## config.mk

```make
export PLATFORM = sky130hd
export DESIGN_NAME = io_cfg_loader
export DESIGN_NICKNAME = d
export VERILOG_FILES = /design/src/rtl/io_cfg_loader_pkg.sv /design/src/rtl/io_cfg_strobe_timer.sv /design/src/rtl/io_cfg_loader.sv
export SDC_FILE = /design/constraint.sdc
export NUM_CORES = 1
export LEC_CHECK = 0
export CAP_MARGIN = 10
export CORE_MARGIN = 2
export CORE_UTILIZATION = 40
export CTS_BUF_LIST = sky130_fd_sc_hd__clkbuf_4 sky130_fd_sc_hd__clkbuf_8 sky130_fd_sc_hd__clkbuf_16
export DETAILED_ROUTE_END_ITERATION = 6
export GPL_TIMING_DRIVEN = 0
export PLACE_DENSITY = 0.69
export SLEW_MARGIN = 10
export SYNTH_ARGS = -nofsm -noshare
export SYNTH_HDL_FRONTEND = slang
export SYNTH_SLANG_ARGS = --single-unit
```

## constraint.sdc

```tcl
create_clock -name prog_clk -period 2 [get_ports prog_clk]
set_clock_uncertainty 0.05 [all_clocks]
set_input_delay 0.2 -clock prog_clk [delete_from_list [all_inputs] [get_ports prog_clk]]
set_output_delay 0.2 -clock prog_clk [all_outputs]
set_load 0.02 [all_outputs]
```

## src/rtl/io_cfg_loader_pkg.sv

```systemverilog
// Shared types and sizing for the IO-row configuration loader.
package io_cfg_loader_pkg;

  localparam int unsigned IO_BITS_PER_TILE = 2;
  localparam int unsigned IO_TILES         = 8;
  localparam int unsigned CFG_WORD_W       = 16;
  localparam int unsigned IDX_W            = 4;
  localparam int unsigned ADDR_W           = 4;

  typedef enum logic [1:0] {
    IDLE   = 2'd0,
    SETUP  = 2'd1,
    STROBE = 2'd2,
    HOLD   = 2'd3
  } state_t;

  // Bit index -> decoder address: address[0] is the bit inside the tile,
  // address[1:3] is the tile number with address[1] as its MSB.
  function automatic logic [0:ADDR_W-1] bit_address(input logic [IDX_W-1:0] idx);
    bit_address = {idx[0], idx[3:1]};
  endfunction

endpackage

```

## src/rtl/io_cfg_strobe_timer.sv

```systemverilog
// Measures the width of the write strobe; expired_c marks its last cycle.
module io_cfg_strobe_timer #(
  parameter int unsigned STROBE_CYC = 1
) (
  input  logic prog_clk,
  input  logic prog_reset_n,
  input  logic run,
  output logic expired_c
);

  localparam int unsigned     CNT_W = 2;
  localparam logic [CNT_W-1:0] LAST = CNT_W'(STROBE_CYC - 1);

  logic [CNT_W-1:0] count;

  assign expired_c = run && (count == LAST);

  // Count strobe cycles; restart whenever the strobe is not running or ends.
  always_ff @(posedge prog_clk) begin
    if (!prog_reset_n || !run || expired_c) begin
      count <= '0;
    end else begin
      count <= count + 1'b1;
    end
  end

endmodule

```

## src/rtl/io_cfg_loader.sv

```systemverilog
// Serialises a 16-bit IO-row configuration word into per-bit decoder writes.
module io_cfg_loader
  import io_cfg_loader_pkg::*;
#(
  parameter int unsigned STROBE_CYC = 1
) (
  input  logic                  prog_clk,
  input  logic                  prog_reset_n,
  input  logic                  cfg_valid,
  input  logic [CFG_WORD_W-1:0] cfg_data,
  output logic                  cfg_ready,
  output logic                  enable,
  output logic [0:ADDR_W-1]     address,
  output logic                  data_in,
  output logic                  busy,
  output logic                  cfg_done
);

  localparam logic [IDX_W-1:0] LAST_IDX = IDX_W'(IO_TILES * IO_BITS_PER_TILE - 1);

  state_t                state;
  logic [IDX_W-1:0]      idx;
  logic [IDX_W-1:0]      idx_next;
  logic [CFG_WORD_W-1:0] shadow;
  logic                  strobe_expired_c;

  assign idx_next = idx + 1'b1;

  io_cfg_strobe_timer #(
    .STROBE_CYC (STROBE_CYC)
  ) u_strobe_timer (
    .prog_clk     (prog_clk),
    .prog_reset_n (prog_reset_n),
    .run          (state == STROBE),
    .expired_c    (strobe_expired_c)
  );

  // Loader FSM; every output is set for the cycle the next state occupies.
  always_ff @(posedge prog_clk) begin
    if (!prog_reset_n) begin
      state     <= IDLE;
      idx       <= '0;
      shadow    <= '0;
      cfg_ready <= 1'b1;
      enable    <= 1'b0;
      address   <= '0;
      data_in   <= 1'b0;
      busy      <= 1'b0;
      cfg_done  <= 1'b0;
    end else begin
      cfg_done <= 1'b0;
      case (state)
        IDLE: begin
          if (cfg_valid && cfg_ready) begin
            state     <= SETUP;
            shadow    <= cfg_data;
            idx       <= '0;
            address   <= bit_address('0);
            data_in   <= cfg_data[0];
            cfg_ready <= 1'b0;
            busy      <= 1'b1;
          end
        end
        SETUP: begin
          state  <= STROBE;
          enable <= 1'b1;
        end
        STROBE: begin
          if (strobe_expired_c) begin
            state  <= HOLD;
            enable <= 1'b0;
          end
        end
        HOLD: begin
          if (idx == LAST_IDX) begin
            state     <= IDLE;
            address   <= '0;
            data_in   <= 1'b0;
            busy      <= 1'b0;
            cfg_ready <= 1'b1;
            cfg_done  <= 1'b1;
          end else begin
            state   <= SETUP;
            idx     <= idx_next;
            address <= bit_address(idx_next);
            data_in <= shadow[idx_next];
          end
        end
        default: state <= IDLE;
      endcase
    end
  end

endmodule
```

Word level (Yosys, flattened, before mapping)
Cells that the tools add are included.

Register bits: 33. Bits of input ports: 19. Output and inout port bits: 9.

Add/sub/neg operators: 2. $lt $le $gt $ge: 1. Equal/unequal tests: 8. Mux-type cells: 23. Reductions and logical operators: 17.

Operator list (number): 4-bit case mux with 2 select lines (2); 4-bit 2-to-1 mux (3); 1-bit 2-to-1 mux (10); 2-bit AND reduction (5); 2-bit inequality test (second input constant) (4); 1-bit case mux with 2 select lines (4); 2-bit case mux with 4 select lines (1); 3-bit AND reduction (2); 4-bit by 5-bit less-than comparator with 1-bit output (second input constant) (1); 4-bit by 1-bit adder with 4-bit output (second input constant) (1); 1-bit binary-select mux with 4-bit select (1); 2-bit == test (second input constant) (2); 4-bit == test (second input constant) (1); 2-bit zero test (2); 2-bit 2-to-1 mux (2); 2-bit nonzero test (2); 2-bit by 1-bit adder with 2-bit output (second input constant) (1); 2-bit by 1-bit == test with 1-bit output (second input constant) (1); 1-bit logical AND (2); 1-bit zero test (2); 1-bit logical OR (2).

Logic depth before layout (Yosys ltp)
Word-level depth: 5. Depth in mapped cells: 7. Mapped depth without buffers: 6.

Hierarchy
A second synthesis with hierarchy kept.

Cell total of the unflattened synthesis: 170. Area, all modules: 1491.4 µm².

Modules (own cells, without submodules): io_cfg_loader (instances 1, cells an instance 162, area each 1400.1 µm², sequential area each 620.6 µm²); io_cfg_strobe_timer (instances 1, cells an instance 8, area each 91.3 µm², sequential area each 40.0 µm²).

Worst setup path before layout
Ideal clock, no wire load.

Path kind: reg-to-reg. Start point: register idx[1]. End point: register data_in. Arrival time: 1.792 ns. Data required time: 1.833 ns. Path slack: 0.040 ns. Stages on the path, launching flop included: 6. Path buffers: 0. Clock period less this slack: 1.960 ns. Cell sequence: dfxtp_1 ha_1 mux4_2 nor2b_1 a211o_1 a32o_1.

Longest elaborated chain between the ends: 5. Elaborated cells on any way between the ends: 6. Classes of those cells: add/sub: 1; eq/ne: 1; mux: 4.

RTL lines: from (decl) (RTL line io_cfg_loader.sv:22) `logic [IDX_W-1:0] idx;`; from (signal assigned) (RTL line io_cfg_loader.sv:84) `idx <= idx_next;`; 4-bit by 1-bit adder with 4-bit output (RTL line io_cfg_loader.sv:27) `assign idx_next = idx + 1'b1;`; 1-bit binary-select mux with 4-bit select (RTL line io_cfg_loader.sv:86) `data_in <= shadow[idx_next];`; 1-bit 2-to-1 mux (not written as such) (RTL line io_cfg_loader.sv:86); 1-bit 2-to-1 mux * (RTL line io_cfg_loader.sv:75) `if (idx == LAST_IDX) begin`; 1-bit case mux with 2 select lines * (RTL line io_cfg_loader.sv:52) `case (state)`; to (signal assigned) (RTL line io_cfg_loader.sv:59) `data_in <= cfg_data[0];`; to (signal assigned) (RTL line io_cfg_loader.sv:86); to (decl) (RTL line io_cfg_loader.sv:14) `output logic data_in,`.

Mark *: on every way between the ends. The rest lies on a longest branch, timed or not. The select of a mux whose other input is x is not followed. A chain may end at the register's enable or synchronous reset.

Worst setup path after layout
Same ends and word-level chain as after synthesis.

==> results.md <==
- CP peak stage delay: 0.48 ns
- WHS: 0.414 ns
- Die Area: 0.00440 mm^2
- Hold violation total from the final report: 0
- Drt drc: 0
- Slowest cell on crit path: mux4_2
- Fill cells: 357
- Reg area: 661 um^2
- Max_slew headroom: 0.626
- Top-count cell post-synth: nand2_1
- Max-cap violation count: 0
- Area Overhead vs Synth: 29.0%
- Cell area power density: 995 mW/mm^2
- Total number of vias: 1,280
- Core Footprint: 0.00369 mm^2
- Total Routed Length: 2960 um
- I/O Buffers: 27
- Total CTS buffers: 5
- Clock Sink Count: 33
- GRT overflow: 0
- Critical Path Sink Type: flop
- Synth Flop Type: dfxtp_1
- Average wire per standard cell: 11.7 um
- Clock-pin slew on the worst setup and hold paths: 0.07 ns
- RSZ-0062 raised after global routing: no
- Worst Tran Pin Value: 0.560 ns
- Worst Hold Class: flop to flop
- Share of layout cells above drive strength 1: 0.0878
- Initial antenna violation count: 0
- Share of Yosys cell area claimed by the top area cell type: 0.425
- WP data arrival: 2.07 ns
- Final setup vio count: 0
- Startpoint Class: flop
- Setup ws final: 0.0582 ns
- Synth Area in Adders: 0.0564
- EDFF count, synth: 0
- I/O pin count: 28
- Synth Area in Compound Gates: 0.186
- Synth Area in XOR/XNOR: 0.0233
- First-pass GRT wire length: 5050 um
- Crit-path max FO: 5
- Synthesized cell area: 0.00155 mm^2
- VDD IR max: 0.000576 V
- Main combinational cell family by area after synthesis: simple AND/OR/NAND/NOR gates
- Most frequent cells after synthesis: 45 x nand2_1, 33 x dfxtp_1, 25 x a21boi_0
- Vias per std cell: 5.06
- Post-CTS setup buffers: 0
- Area contributors post-synth: dfxtp_1 43%, a21boi_0 12%, nand2_1 11%
- Cells along the critical path: ha_4 -> mux4_2 -> nor2b_1 -> a211o_1 -> a32o_1
- Synth Register Bits: 33
- Critical setup path kind: flop to flop
- Final Max Tran Viols: 0
- Status: finished, final reports clean
- Vias in the first global route: 1,179
- Drt pass-1 iters: 4
- Net count, final: 230
- Sequential fraction of the synthesis area: 0.425
- Total track usage: 0.152
- Root cell of the clock tree: clkbuf_8
- Final Non-Filler Cells: 253
- Largest net degree at the start of global routing: 11
- Row count: 22
- Fin crit share: 0.971
- Setup TNS: 0 ns
- DP Worst Slack: -0.0577 ns
- Starting Density: 0.421
- Fmax: 515 MHz
- Clock latency at the later pin of the worst-skew pair: 0.28 ns
- Worst EP required: 2.13 ns
- Mux cell area share after synthesis: 0.0717
- Synth area leader: dfxtp_1
- Antenna diode count: 0
- Simple-gate share of the synthesized area: 0.205
- Placer Congestion: 0.767
- Post-placement cell count: 246
- CTS max path bufs: 2
- Initial drt markers: 50
- Fin crit period: 1.94 ns
- Net Count, Synth: 197
- Mapped Cells: 171
- Horiz. Die Dim: 66.3 um
- Synth cell types: 30
- Area of the multi-input gates: 865 um^2
- Chip height: 66.3 um
- Async SR Flop Fraction: 0
- Syn_area_per_cell: 9.09 um^2
- Post-route ant nets: 0
- Synthesis warning total: 0
- DP HPWL: 2260 um
- H-tree depth: 2
- CTS tree: yes
- Leakage: 0.734 nW
[power by group]
part | internal (mW) | switching [mW] | leakage (nW)
clock network | 0.311 | 0.239 | 0.0542
registers | 0.761 | 0.0638 | 0.269
logic | 0.281 | 0.339 | 0.410
total | 1.35 | 0.642 | 0.734
[per-layer routing]
metal	up-vias	track usage	routed length, um
met5	-	0	0
met4	0	0.0536	36
met3	4	0.0528	140
met2	27	0.263	1450
met1	594	0.173	1330
li1	655	-	-
[critical path, delay by kind of cell, from the launching register on]
family	cells	cell delay [ns]
AO/OA/AOI/OAI	2	0.51
multiplexers	1	0.48
flip-flops	1	0.34
adder cells (fa/ha/maj)	1	0.31
AND/OR/NAND/NOR	1	0.14
[sequential cells by signal, indices dropped and copies added, names as in the netlist]
register and cells:
busy 1, u_strobe_timer.count 2, cfg_ready 1, cfg_done 1, idx 4, data_in 1
shadow 16, address 4, enable 1, state 2
[through the flow]
step	power, mW	utilization	area, um^2
5_1_grt	2.14	0.543	2000
4_1_cts	2.01	0.542	2000
3_3_place_gp	1.42	0.511	1880
6_report	1.99	0.543	2000
2_1_floorplan	1.25	-	1550
3_5_place_dp	1.46	0.511	1880
[layout by cell type (no fill, tap or decap), types with 2 or more instances in the layout]
master	instances
nor2b_1	6
nand2_1	45
ha_1	6
a21oi_1	3
nand3_1	5
nor3_1	2
nor2_1	6
clkbuf_8	7
a21boi_0	24
clkdlybuf4s50_1	27
dfxtp_1	33
nand3b_1	2
o21ai_0	3
inv_1	6
clkbuf_1	4
and3_1	3
mux4_1	3
[cell families after synthesis]
group	count (synthesis)
XOR/XNOR	2
AO/OA/AOI/OAI	39
buffers and inverters	13
adder cells (fa/ha/maj)	7
multiplexers	5
flip-flops	33
AND/OR/NAND/NOR	72
[final timing paths]
| check | startpoint | endpoint | slack, ns | cells past startpoint |
|---|---|---|---|---|
| max reg2reg | idx[1] | data_in | 0.06 | 5 |
| max | idx[1] | data_in | 0.06 | 5 |
| min reg2reg | shadow[9] | shadow[9] | 0.41 | 2 |
| min | shadow[9] | shadow[9] | 0.41 | 2 |
[area by class of cell]
cell class,instances,share of cell area
multi-input combinational,125,0.431
clock buffer,7,0.0481
timing repair buffer,27,0.135
buffer,6,0.0125
sequential,33,0.330
inverter,6,0.0112
tap,48,0.0300
clock inverter,1,0.00250
[repair_timing]
item,CTS,global route
hold buffers,0,0
endpoints found under the setup margin,2,10
resized for setup,3,3
hold endpoints to repair,0,0
Power figures use the tool's default switching activity.
